<file path="src/rtl/cpu_hart_boot_ctrl.sv">
`default_nettype none
// ============================================================================
// Module   : cpu_hart_boot_ctrl
// Brief    : Per-hart boot address / fetch-enable controller with staggered
//            release, sleep-gated shutdown and a 32-bit OBI register port.
//            Optional macro CPU_HART_BOOT_CTRL_SLEEP_CNT_EN adds per-hart
//            sleep-cycle counters at 0x40+4h.
// Revision : 1.0 - initial release
// ============================================================================

package cpu_hart_boot_ctrl_pkg;
    typedef struct packed {
        logic        req;
        logic        we;
        logic [3:0]  be;
        logic [31:0] addr;
        logic [31:0] wdata;
    } obi_req_t;

    typedef struct packed {
        logic        gnt;
        logic        rvalid;
        logic [31:0] rdata;
    } obi_resp_t;
endpackage

module cpu_hart_boot_ctrl
    import cpu_hart_boot_ctrl_pkg::*;
#(
    parameter int                   NUM_HARTS      = 2,
    parameter logic [31:0]          BOOT_ADDR      = 32'h180,
    parameter logic [NUM_HARTS-1:0] BOOT_EN_MASK   = 'b1,
    parameter int                   STAGGER_CYCLES = 4
) (
    input  logic                    clk_i,
    input  logic                    rst_ni,
    input  obi_req_t                reg_req_i,
    output obi_resp_t               reg_resp_o,
    input  logic [NUM_HARTS-1:0]    core_sleep_i,
    output logic [NUM_HARTS-1:0]    fetch_enable_o,
    output logic [NUM_HARTS*32-1:0] boot_addr_o
);

    localparam int c_ptr_w = (NUM_HARTS > 1) ? $clog2(NUM_HARTS) : 1;
    localparam int c_cnt_w = $clog2(STAGGER_CYCLES + 1);

    localparam logic [c_ptr_w-1:0] c_ptr_last = c_ptr_w'(NUM_HARTS - 1);
    localparam logic [c_ptr_w-1:0] c_ptr_one  = c_ptr_w'(1);
    localparam logic [c_cnt_w-1:0] c_cnt_load = c_cnt_w'(STAGGER_CYCLES - 1);
    localparam logic [c_cnt_w-1:0] c_cnt_one  = c_cnt_w'(1);

    localparam logic [0:0] c_st_release = 1'b0;
    localparam logic [0:0] c_st_run     = 1'b1;

    logic [0:0]              r_state, w_state_nxt;
    logic [c_ptr_w-1:0]      r_ptr, w_ptr_nxt;
    logic [c_cnt_w-1:0]      r_cnt, w_cnt_nxt;
    logic [NUM_HARTS-1:0]    r_run;
    logic [NUM_HARTS-1:0]    r_fe;
    logic [NUM_HARTS-1:0]    w_pending;
    logic [NUM_HARTS-1:0]    w_rel_set;
    logic [NUM_HARTS-1:0]    w_disable;
    logic                    w_adv;
    logic                    w_wr;
    logic                    w_rd;
    logic [5:0]              w_idx;
    logic [31:0]             w_rdata;
    logic [31:0]             r_rdata;
    logic                    r_rvalid;
    logic [NUM_HARTS*32-1:0] w_boot;
`ifdef CPU_HART_BOOT_CTRL_SLEEP_CNT_EN
    logic [NUM_HARTS*32-1:0] w_scnt;
`endif
    logic                    w_unused;

    assign w_wr      = reg_req_i.req &  reg_req_i.we;
    assign w_rd      = reg_req_i.req & ~reg_req_i.we;
    assign w_idx     = reg_req_i.addr[7:2];
    assign w_pending = r_run & ~r_fe;
    assign w_disable = ~r_run & core_sleep_i;
    assign w_unused  = &{1'b0, reg_req_i.addr[31:8], reg_req_i.addr[1:0]};

    // Skips of idle harts overlap the stagger wait; only a real release
    // has to wait for the counter to drain.
    always_comb begin
        w_state_nxt = r_state;
        w_ptr_nxt   = r_ptr;
        w_cnt_nxt   = (r_cnt != '0) ? (r_cnt - c_cnt_one) : r_cnt;
        w_rel_set   = '0;
        w_adv       = 1'b0;
        if (r_state == c_st_release) begin
            if (w_pending[r_ptr]) begin
                if (r_cnt == '0) begin
                    w_rel_set[r_ptr] = 1'b1;
                    w_cnt_nxt        = c_cnt_load;
                    w_adv            = 1'b1;
                end
            end else begin
                w_adv = 1'b1;
            end
            if (w_adv) begin
                if (r_ptr == c_ptr_last) begin
                    w_state_nxt = c_st_run;
                    w_ptr_nxt   = '0;
                end else begin
                    w_ptr_nxt = r_ptr + c_ptr_one;
                end
            end
        end else if (|w_pending) begin
            w_state_nxt = c_st_release;
            w_ptr_nxt   = '0;
        end
    end

    always_ff @(posedge clk_i or negedge rst_ni) begin
        if (!rst_ni) begin
            r_state <= c_st_release;
            r_ptr   <= '0;
            r_cnt   <= '0;
            r_fe    <= '0;
            r_run   <= BOOT_EN_MASK;
        end else begin
            r_state <= w_state_nxt;
            r_ptr   <= w_ptr_nxt;
            r_cnt   <= w_cnt_nxt;
            r_fe    <= (r_fe | w_rel_set) & ~w_disable;
            if (w_wr && (w_idx == 6'd0) && reg_req_i.be[0]) begin
                r_run <= reg_req_i.wdata[NUM_HARTS-1:0];
            end
        end
    end

    for (genvar h = 0; h < NUM_HARTS; h++) begin : g_hart
        logic [31:2] r_boot;

        // Boot address is frozen while the hart is fetching.
        always_ff @(posedge clk_i or negedge rst_ni) begin
            if (!rst_ni) begin
                r_boot <= BOOT_ADDR[31:2];
            end else if (w_wr && (w_idx == 6'(2 + h)) && !r_fe[h]) begin
                if (reg_req_i.be[0]) r_boot[7:2]   <= reg_req_i.wdata[7:2];
                if (reg_req_i.be[1]) r_boot[15:8]  <= reg_req_i.wdata[15:8];
                if (reg_req_i.be[2]) r_boot[23:16] <= reg_req_i.wdata[23:16];
                if (reg_req_i.be[3]) r_boot[31:24] <= reg_req_i.wdata[31:24];
            end
        end

        assign w_boot[32*h +: 32] = {r_boot, 2'b00};

`ifdef CPU_HART_BOOT_CTRL_SLEEP_CNT_EN
        logic [31:0] r_scnt;

        always_ff @(posedge clk_i or negedge rst_ni) begin
            if (!rst_ni) begin
                r_scnt <= '0;
            end else if (w_wr && (w_idx == 6'(16 + h))) begin
                r_scnt <= '0;
            end else if (core_sleep_i[h] && (r_scnt != 32'hFFFF_FFFF)) begin
                r_scnt <= r_scnt + 32'd1;
            end
        end

        assign w_scnt[32*h +: 32] = r_scnt;
`endif
    end

    always_comb begin
        w_rdata = '0;
        if (w_idx == 6'd0) begin
            w_rdata[NUM_HARTS-1:0] = r_run;
        end else if (w_idx == 6'd1) begin
            w_rdata[NUM_HARTS-1:0]     = r_fe;
            w_rdata[16 +: NUM_HARTS]   = core_sleep_i;
        end
        for (int h = 0; h < NUM_HARTS; h++) begin
            if (w_idx == 6'(2 + h)) begin
                w_rdata = w_boot[32*h +: 32];
            end
`ifdef CPU_HART_BOOT_CTRL_SLEEP_CNT_EN
            if (w_idx == 6'(16 + h)) begin
                w_rdata = w_scnt[32*h +: 32];
            end
`endif
        end
    end

    always_ff @(posedge clk_i or negedge rst_ni) begin
        if (!rst_ni) begin
            r_rvalid <= 1'b0;
            r_rdata  <= '0;
        end else begin
            r_rvalid <= reg_req_i.req;
            r_rdata  <= w_rd ? w_rdata : 32'd0;
        end
    end

    assign reg_resp_o.gnt    = reg_req_i.req;
    assign reg_resp_o.rvalid = r_rvalid;
    assign reg_resp_o.rdata  = r_rdata;
    assign fetch_enable_o    = r_fe;
    assign boot_addr_o       = w_boot;

endmodule

`default_nettype wire

</file>
<file path="config.mk">
export PLATFORM = sky130hd
export DESIGN_NAME = cpu_hart_boot_ctrl
export DESIGN_NICKNAME = d
export VERILOG_FILES = /design/src/rtl/cpu_hart_boot_ctrl.sv
export SDC_FILE = /design/constraint.sdc
export NUM_CORES = 1
export LEC_CHECK = 0
export CAP_MARGIN = 40
export CORE_ASPECT_RATIO = 1.2
export CORE_MARGIN = 2
export CORE_UTILIZATION = 47
export DETAILED_ROUTE_END_ITERATION = 6
export PLACE_DENSITY = 0.91
export SKIP_LAST_GASP = 1
export SLEW_MARGIN = 30
export SYNTH_ARGS = -nofsm -noshare
export SYNTH_HDL_FRONTEND = slang
export SYNTH_SLANG_ARGS = --single-unit
</file>
<file path="constraint.sdc">
create_clock -name clk_i -period 4.3 [get_ports clk_i]
set_clock_uncertainty 0.2 [all_clocks]
set_input_delay 1.075 -clock clk_i [delete_from_list [all_inputs] [get_ports clk_i]]
set_output_delay 1.075 -clock clk_i [all_outputs]
set_load 0.02 [all_outputs]
</file>
## Word-level counts from Yosys, hierarchy flattened

Index checks and enable logic that the tools add are counted.

- Reduce and logical (&&, ||, !) cells: 23
- $add $sub $neg: 2
- Bitwise gates (word level): 10
- Multiplexer cells: 29
- Equality and inequality tests: 4
- Magnitude comparators: 2

Operators with widths:

| operator | count |
|---|---|
| 2-to-1 mux 32 bit | 3 |
| AND reduction 2 bit | 9 |
| 2-to-1 mux 1 bit | 14 |
| 2-to-1 mux 2 bit | 7 |
| == test 6 x 2 -> 1 bit (second input constant) | 2 |
| 2-to-1 mux 3 bit | 4 |
| logical AND 1 bit | 7 |
| bitwise AND 2 bit | 3 |
| == test 6 x 1 -> 1 bit (second input constant) | 1 |
| zero test 6 bit | 1 |
| NOT 2 bit | 3 |
| zero test 3 bit | 1 |
| nonzero test 3 bit | 1 |
| subtractor 3 x 1 -> 3 bit (second input constant) | 1 |
| bitwise AND 1 bit | 2 |
| zero test 1 bit | 2 |
| less-than comparator 1 x 2 -> 1 bit (second input constant) | 1 |
| != test 2 x 1 -> 1 bit (second input constant) | 1 |
| bitwise OR 2 bit | 1 |
| nonzero test 2 bit | 1 |
| OR reduction 2 bit | 1 |
| adder 1 bit (second input constant) | 1 |
| demux 1 bit (select 1 bit) | 1 |
| greater-or-equal comparator 1 bit (second input constant) | 1 |
| NOT 1 bit | 1 |

- Register bits after elaboration: 102
- Output and inout port bits: 100
- Input bits: 74

## Logic depth before layout (Yosys ltp)

Gate-level depths: netlist of the first run.

- Word-level depth: 9
- Gate-level depth with buffers: 7
- Mapped depth without buffers: 6

## Worst setup path after synthesis of the first run

OpenSTA, ideal clock, no wires.

- Path kind: input -> register
- Start point: input reg_req_i[39] (netlist name)
- End point: register r_run[1]
- Setup time: 125 ps
- Buffers on the path: 0
- Slack: 1,766 ps
- Stages: 3
- Data required time: 3,975 ps
- Data arrival time: 2,209 ps
- Path through: or4_4 nor3_1 mux2_2

- Cells in the longest elaborated chain, start to end: 3

RTL lines:

| item | line | RTL |
|---|---|---|
| from (decl) | 37 | `input obi_req_t reg_req_i,` |
| zero test 6 bit | 127 | `if (w_wr && (w_idx == 6'd0) && reg_req_i.be[0]) begin` |
| logical AND 1 bit (2 in a row) | 127 |  |
| to (signal assigned) | 128 | `r_run <= reg_req_i.wdata[NUM_HARTS-1:0];` |
| to (decl) | 58 | `logic [NUM_HARTS-1:0] r_run;` |

No other way between the ends.
A chain may end at the register's enable or synchronous reset.

## Worst setup path in the final report of the first run

- Start point: input reg_req_i[69] (netlist name)
- End point: output reg_resp_o[33] (netlist name)

RTL lines:

| item | line | RTL |
|---|---|---|
| to (decl) | 38 | `output obi_resp_t reg_resp_o,` |

No word-level cell between the ends.

==> flow_summary.toml, run 1 <==
[status]
status = "finished, final reports clean"

[synthesis]
yosysWarnings = 0
synth.top_cells.by_count = "97 x dfrtp_1, 64 x mux2_2, 58 x nand3_1, 31 x a21oi_1, 18 x buf_2"
async_flop_share_pct = 100.0
synthCells = 342
synth_area_um2 = 4354
synth_largest_area_cell = "dfrtp_1"
ys_types = 38
synth.most_common_cell = "dfrtp_1"
synth-seq-area-share_pct = 58.76
yosysTopAreaCellShare_pct = 55.75
yosys-top-cells-area = "dfrtp_1 56%, mux2_2 17%, nand3_1 6.7%, a21oi_1 3.6%, dfstp_2 3.0%"
synth_edf_count = 0
avgSynthCellArea_um2 = 12.73
ys_ff_latch = 102
synthFlopType = "dfrtp_1"

[hold_path]
hold_class = "flip-flop to flip-flop"
hp-start = "r_cnt[1]"

[floorplanning]
core.rowCount = 38
fp.dieArea_um2 = 10050
die_x_um = 91.87
core_um2 = 9034
die_y_um = 109.4
initial_core_util_pct = 48.20
io_pins = 174

[finish]
area_growth_pct = 38.16
final_nets = 555
utilization_pct = 66.59
antennaDiodeCount = 0
drive_above_1_share_pct = 20.91
fillers = 697
design_area_um2 = 6016

[sta]
finalSetupTns_ns = 0
tightestPinTransition_ns = 0.7101
final.min_clock_period_ns = 3.585
setup_violations = 0
timing.slew.headroom_pct = 52.66
hold_viol_final = 0
fin_crit_sh_pct = 83.37
maxSlewViolCount = 0
fmax_mhz = 279.0
grt_setup_unrepaired = "no"

[clock_tree]
cts_resized = 0
clk_pin_slew_worst_paths_ns = 0.10
cts_hold_buf = 0
htreeDepth = 3
numCtsBuffers = 9
clkLatencyLatePin_ns = 0.35
cts_setup_buffers = 0
cts_tree = "built"
cts_sinks = 102
clk_path_buf_depth = 2
cts-root-buf = "clkbuf_8"

[grt]
grt_util_met1_pct = 26.75
grt_remaining_overflow = 0
grt_pass1_wl_um = 16860
grtUsageMet2_pct = 36.40
grt_max_degree = 44
met3_usage_pct = 4.592
busiest_layer = "met2"
grt_usage_pct = 21.47
grt_pass1_vias = 3378
antenna_found_initial = 0

[route]
drt_iter0_drc = 157
avgRoutedWirePerCell_um = 17.81
num_vias = 3298
drtPass1Iterations = 4
drc = 0
drt_wl_total_um = 10740
antenna_left = 0
viasPerCell = 5.469

[placement]
placed_cell_area_um2 = 5852
globalplace.congestion = 0.8292
port-buffer-count = 143
dp_hpwl_um = 7748

[power_and_ir_drop]
ir_drop_mv = 0.1629
finalPower_w = 0.001912
p_leak_nw = 2.592
p_per_area_nw_per_um2 = 317.9

[setup_path]
max_stage_delay_ns = 0.65
reg2reg_from = "fetch_enable_o[1]"
worstSetupStartpointType = "input pin"
critical_path_buf_inv_count = 2
endpoint_kind = "primary output"
path_max_fanout = 6
critPathLaunch = "reg_req_i[69]"
critPathKind = "input pin to primary output"
crit_slowest_cell = "clkdlybuf4s50_1"
cp_data_arrival_time_ns = 2.31
critPathMostFrequentCell = "clkdlybuf4s50_1"
path_cells = "clkdlybuf4s50_1, clkdlybuf4s50_1"
worstPathRequired_ns = 3.02
critPathTopFamily = "buffers and inverters"

[job]
cap_viol_max_count = 0
## per-layer routing
metal	wire length, um	vias to the layer above
met5	0	-
met4	157	0
met3	638	13
met2	5628	125
met1	4316	1676
li1	-	1484
## logic make-up (layout without fill, tap and decap cells)
logic type                 count (synthesis)  after routing  synth area share, %
DFF                                      102            102                58.76
and+or+nand+nor                           89             89                12.90
muxes                                     68             68                17.47
AOI/OAI and AO/OA                         41             41                5.259
buffers and inverters                     38            176                4.655
adders and majority gates                  3              3               0.8622
other                                      1              4              0.08612
## path summary, 6_finish.rpt
| check | end | slack (ns) | depth (start not counted) |
|---|---|---|---|
| worst min register to register | r_cnt[1] | 0.32 | 1 |
| worst max-delay path | reg_resp_o[33] | 0.72 | 2 |
| worst max register to register | g_hart[1].r_boot[9] | 2.22 | 3 |
| worst min-delay path | r_cnt[1] | 0.32 | 1 |
| min in group asynchronous | r_rdata[11] | 0.49 | 1 |
| max in group asynchronous | r_rdata[30] | 2.72 | 2 |
## sequential cells by signal, indices dropped and copies added, names as in the netlist
register and cells:
r_state 1, r_rvalid 1, g_hart.r_boot 60, fetch_enable_o 2
r_run 2, r_cnt 3, r_ptr 1, r_rdata 32
## placed cells by master, fill, tap and decap left out, types with 2 or more instances in the layout
cell type        count
a21oi_1             31
a221oi_1             2
a31oi_1              2
and2_1               2
and3b_1              2
and4_1               4
buf_4                9
clkbuf_8             9
clkdlybuf4s50_1    142
clkinv_2             4
conb_1               4
dfrtp_1             97
dfstp_2              5
ha_1                 3
inv_1                8
mux2_2              64
mux2i_1              4
nand2_1              3
nand2b_1             3
nand3_1             58
nand4_4              3
nor4_1               2
o211ai_1             2
o21ai_0              2
## per-stage QoR
stage / hold slack (ns) / setup WS (ns) / std cells
final: 0.3174 / 0.7152 / 603
after global routing: 0.3610 / 0.7113 / 603
after CTS: 0.3276 / 0.7249 / 603
after detailed placement: 0.3046 / 0.5920 / 587
after global placement: 0.2893 / 0.7111 / 586
after floorplan: 0.2763 / 1.766 / 345
## power breakdown
group | leakage (nW) | switching, W | total, W | internal (W)
sequential | 1.38 | 0.0000479 | 0.00106 | 0.00101
clock | 0.0862 | 0.000315 | 0.000524 | 0.000209
combinational | 1.12 | 0.000161 | 0.000328 | 0.000167
total | 2.59 | 0.000524 | 0.00191 | 0.00139
## area by class of cell
class,count,area (um2),area share [%]
Sequential cell,102,2559,42.53
Multi-Input combinational cell,205,1604,26.66
Timing Repair Buffer,152,1509,25.08
Tap cell,120,150.1,2.496
Clock buffer,10,127.6,2.121
Clock inverter,6,36.28,0.6032
Inverter,8,30.03,0.4992
Note: power is estimated with default switching activity, not from simulation.
==> inputs of run 2 (changes only) <==
Settings changed: CORE_UTILIZATION 47 to 39, PLACE_DENSITY 0.91 to 0.81.
Clock period 4.3 ns to 3 ns, I/O delays scaled along.
==> run 2 against run 1 <==
Compared with the run above: final area grew 4.6%; core utilization shrank 9.3 points; setup slack got worse by 0.51 ns; global-route usage decreased by 2.5 points; register-to-register slack got worse by 1.1 ns; via count barely moved; hold slack worse by 0.12 ns; sequential share of layout area decreased by 1.9 points; non-clock buffer count increased by 12; combinational power up 43%; routed wire length is 4.0% higher; highest routed layer unchanged.
==> flow_summary.toml, run 2 (synthesis results as in run 1) <==
[sta]
setup_violations = 0
whs_ns = 0.2016
timing.slew.headroom_pct = 62.36
fmax_mhz = 357.2
hold_viol_final = 0
maxSlewViolCount = 0
fin_crit_sh_pct = 93.32
final.min_clock_period_ns = 2.799
tightestPinTransition_ns = 0.5646
grt_setup_unrepaired = "no"
finalSetupTns_ns = 0

[floorplanning]
io_pins = 174
die_x_um = 100.5
die_y_um = 119.7
core.rowCount = 42
core_um2 = 10980
fp.dieArea_um2 = 12030
initial_core_util_pct = 39.64

[grt]
grt_usage_pct = 18.99
grt_util_met1_pct = 22.66
grt_remaining_overflow = 0
grt_max_degree = 49
met3_usage_pct = 5.824
grt_pass1_vias = 3517
busiest_layer = "met2"
grtUsageMet2_pct = 33.81
grt_pass1_wl_um = 17910
antenna_found_initial = 0

[power_and_ir_drop]
p_per_area_nw_per_um2 = 501.9
p_leak_nw = 2.710
finalPower_w = 0.003159
ir_drop_mv = 0.3060

[setup_path]
crit_slowest_cell = "clkdlybuf4s50_1"
max_stage_delay_ns = 0.61
critical_path_buf_inv_count = 2
endpoint_kind = "primary output"
worstSetupStartpointType = "input pin"
path_cells = "clkdlybuf4s50_1, clkdlybuf4s50_1"
path_max_fanout = 2
critPathMostFrequentCell = "clkdlybuf4s50_1"
critPathKind = "input pin to primary output"
cp_data_arrival_time_ns = 1.85
worstPathRequired_ns = 2.05
critPathTopFamily = "buffers and inverters"

[finish]
mostFrequentLayoutCell = "clkdlybuf4s50_1"
final_cell_mix = "142 x clkdlybuf4s50_1, 97 x dfrtp_1, 64 x mux2_2, 58 x nand3_1, 31 x a21oi_1"
antennaDiodeCount = 0
largest_reg_flops = 60
design_area_um2 = 6294
area_growth_pct = 44.54
final_nets = 567
utilization_pct = 57.30
drive_above_1_share_pct = 22.83
top_regs = "g_hart.r_boot: 60 flops, r_rdata: 32 flops, r_cnt: 3 flops"
top_register = "g_hart.r_boot"

[clock_tree]
htreeDepth = 3
clkLatencyLatePin_ns = 0.33
clk_pin_slew_worst_paths_ns = 0.07
numCtsBuffers = 9
cts-root-buf = "clkbuf_16"
cts_hold_buf = 0
clk_path_buf_depth = 2
cts_resized = 0
cts_tree = "built"
cts_sinks = 102
cts_setup_buffers = 0

[route]
antenna_left = 0
drt_iter0_drc = 114
num_vias = 3295
drt_wl_total_um = 11170
viasPerCell = 5.255
drtPass1Iterations = 4
avgRoutedWirePerCell_um = 17.81
drc = 0

[placement]
port-buffer-count = 143
placed_cell_area_um2 = 5995
globalplace.congestion = 0.7358
dp_hpwl_um = 8121

[status]
status = "finished, final reports clean"

[job]
cap_viol_max_count = 0

[hold_path]
hold_class = "input pin to async pin"
## run 2: changes by cell type in the layout (fill, tap and decap cells not counted), sizes merged
cell / previous run / this run
buf: 10 / 22
clkinvlp: 1 / 3
bufinv: 0 / 1
clkinv: 4 / 1
## run 2: final cells by class
class	count	area (um2)
clock buffer	10	229.0
tap	132	165.2
inverter	8	30.03
multi-input combinational	205	1604
clock inverter	6	70.07
fill	890	4690
sequential	102	2559
timing repair buffer	164	1637
## run 2: power breakdown
part / internal, W / switching, W
combinational: 0.000243 / 0.000228
clock: 0.000652 / 0.000516
sequential: 0.00145 / 0.0000689
total: 0.00235 / 0.000813
## run 2: path summary, 6_finish.rpt
kind                                             end  cells past startpoint               from  slack, ns
worst max-delay path                  reg_resp_o[33]                      2      reg_req_i[69]       0.20
worst min-delay path                     r_rdata[26]                      1             rst_ni       0.20
worst max register to register  g_hart[0].r_boot[17]                      4  fetch_enable_o[0]       1.12
worst min register to register              r_cnt[1]                      1           r_cnt[1]       0.32
max in group asynchronous        g_hart[1].r_boot[7]                      2             rst_ni       1.66
min in group clk_i                          r_cnt[1]                      1           r_cnt[1]       0.32
## run 2: layer usage
layer / share of wire [%] / wire length (um)
met1: 40 / 4427
met2: 53 / 5875
met3: 7.0 / 778
met4: 0.76 / 85
met5: 0 / 0
## run 2: per-stage QoR
step | std cells | worst slack [ns]
global route | 627 | 0.1912
global placement | 611 | 0.09065
finish | 627 | 0.2005
CTS | 627 | 0.2022
floorplan | 345 | 0.7915
detailed placement | 611 | 0.04177
==> inputs of run 3 (changes only) <==
Settings changed: ABC_AREA from default to 1, CORE_UTILIZATION 39 to 40, CTS_CLUSTER_SIZE from default to 25, PLACE_DENSITY 0.81 to default, PLACE_DENSITY_LB_ADDON from default to 0.15.
==> run 3 against run 2 <==
Compared with the run above: die area up 3.4%; combinational power grew 1%; sequential cell count is the same; largest cell class unchanged; cell count grew 23%; critical endpoint unchanged.
==> flow_summary.toml, run 3 <==
[power_and_ir_drop]
p_leak_nw = 2.820
p_per_area_nw_per_um2 = 497.2
finalPower_w = 0.003218
ir_drop_mv = 0.2338

[grt]
grt_usage_pct = 18.29
antenna_found_initial = 0
grt_max_degree = 71
grt_pass1_wl_um = 17580
grt_pass1_vias = 3551
grt_remaining_overflow = 0

[synthesis]
synth.top_cells.by_count = "122 x nand2_1, 97 x dfrtp_1, 52 x o21ai_2, 51 x inv_1, 20 x a21oi_2"
ys_ff_latch = 102
synth_edf_count = 0
async_flop_share_pct = 100.0
yosys-top-cells-area = "dfrtp_1 53%, nand2_1 9.9%, o21ai_2 9.9%, inv_1 4.1%, a21oi_2 3.8%"
synth.most_common_cell = "nand2_1"
avgSynthCellArea_um2 = 9.964
synthFlopType = "dfrtp_1"
synthCells = 464
synth_area_um2 = 4623
yosysWarnings = 0
synth-seq-area-share_pct = 55.35
synth_largest_area_cell = "dfrtp_1"
ys_types = 26
yosysTopAreaCellShare_pct = 52.50

[placement]
dp_hpwl_um = 7821
pre_cts_slack_ns = 0.1364
port-buffer-count = 143
globalplace.congestion = 0.8412

[finish]
largest_reg_flops = 60
top_register = "g_hart.r_boot"
final_cell_mix = "142 x clkdlybuf4s50_1, 122 x nand2_1, 97 x dfrtp_1, 52 x o21ai_2, 50 x inv_1"
utilization_pct = 56.74
final_nets = 689
drive_above_1_share_pct = 21.39
top_regs = "g_hart.r_boot: 60 flops, r_rdata: 32 flops, r_cnt: 3 flops"
mostFrequentLayoutCell = "clkdlybuf4s50_1"
antennaDiodeCount = 0
area_growth_pct = 39.97

[sta]
fmax_mhz = 349.4
hold_viol_final = 0
setup_violations = 0
finalSetupTns_ns = 0
maxSlewViolCount = 0
fin_crit_sh_pct = 95.40
setup_ws_ns = 0.1379
final.min_clock_period_ns = 2.862
grt_setup_unrepaired = "no"

[clock_tree]
numCtsBuffers = 9
clk_path_buf_depth = 2
cts_setup_buffers = 0
clk_pin_slew_worst_paths_ns = 0.06
cts_tree = "built"
htreeDepth = 3
cts_sinks = 102
cts-root-buf = "clkbuf_16"
clkLatencyLatePin_ns = 0.34
cts_resized = 0
cts_hold_buf = 0

[route]
drc = 0
drt_iter0_drc = 133
num_vias = 3596
drtPass1Iterations = 4
drt_wl_total_um = 10920
antenna_left = 0
viasPerCell = 4.646
avgRoutedWirePerCell_um = 14.11

[setup_path]
crit_slowest_cell = "clkdlybuf4s50_1"
worstPathRequired_ns = 2.05
critical_path_buf_inv_count = 2
cp_data_arrival_time_ns = 1.91
critPathMostFrequentCell = "clkdlybuf4s50_1"
path_cells = "clkdlybuf4s50_1, clkdlybuf4s50_1"
worstSetupStartpointType = "input pin"
path_max_fanout = 2
critPathKind = "input pin to primary output"
max_stage_delay_ns = 0.63
endpoint_kind = "primary output"
critPathTopFamily = "buffers and inverters"

[status]
status = "finished, final reports clean"

[floorplanning]
initial_core_util_pct = 40.53
core_um2 = 11410
io_pins = 174
fp.dieArea_um2 = 12440
die_y_um = 121.8
core.rowCount = 43
die_x_um = 102.1

[job]
cap_viol_max_count = 0

[hold_path]
hold_class = "input pin to async pin"
-- run 3: final timing paths --
kind / end / cells after the start / startpoint / slack, ns
hold reg to reg: g_hart[0].r_boot[8] / 2 / g_hart[0].r_boot[8] / 0.29
setup reg to reg: g_hart[0].r_boot[12] / 4 / fetch_enable_o[0] / 1.23
setup / recovery: reg_resp_o[33] / 2 / reg_req_i[69] / 0.14
min in group clk_i: g_hart[0].r_boot[8] / 2 / g_hart[0].r_boot[8] / 0.29
max in group asynchronous: g_hart[1].r_boot[8] / 2 / rst_ni / 1.68
hold / removal: r_cnt[0] / 1 / rst_ni / 0.15
-- run 3: worst reg2reg max path, stage by stage (launching register included) --
cell     delay, ns
dfrtp_1       0.44
nor2_2        0.33
nand3_2       0.40
nand2_1       0.22
o21ai_2       0.07
-- run 3: cell type report --
class                      instances  area [um2]
clock inverter                     5       83.83
clock buffer                      11       232.7
sequential                       102        2559
fill                            1063        4935
inverter                          51       191.4
multi-input combinational        291        1649
tap                              157       196.4
timing repair buffer             157        1559
-- run 3: report_power, final --
group / switching (W) / leakage (nW) / internal, W / total (W)
logic: 0.000260 / 1.29 / 0.000216 / 0.000476
clock network: 0.000494 / 0.146 / 0.000733 / 0.00123
registers: 0.0000630 / 1.38 / 0.00145 / 0.00151
total: 0.000817 / 2.82 / 0.00240 / 0.00322
-- run 3: routing by layer --
layer | vias up | track usage, % | routed length [um]
met4 | 0 | 7.583 | 224
li1 | 1761 | - | -
met3 | 16 | 3.614 | 581
met2 | 101 | 29.93 | 5374
met1 | 1718 | 23.66 | 4743
met5 | - | 0 | 0
-- run 3: cell families (layout without fill, tap and decap cells) --
logic type	Yosys count	count (layout)	synth area share, %
other	1	4	0.08111
AO/OA/AOI/OAI	101	101	16.89
XOR/XNOR	1	1	0.1895
buffers and inverters	74	224	9.229
flip-flops	102	102	55.35
AND/OR/NAND/NOR	182	182	17.46
adder cells (fa/ha/maj)	3	3	0.8120
-- run 3: stage by stage --
| stage | std cells | hold WS [ns] | area (um2) |
|---|---|---|---|
| 2_1_floorplan | 467 | 0.2544 | 4634 |
| 3_3_place_gp | 758 | 0.2806 | 6155 |
| 3_5_place_dp | 758 | 0.2838 | 6155 |
| 4_1_cts | 774 | 0.1580 | 6471 |
| 5_1_grt | 774 | 0.1762 | 6471 |
| 6_report | 774 | 0.1507 | 6471 |
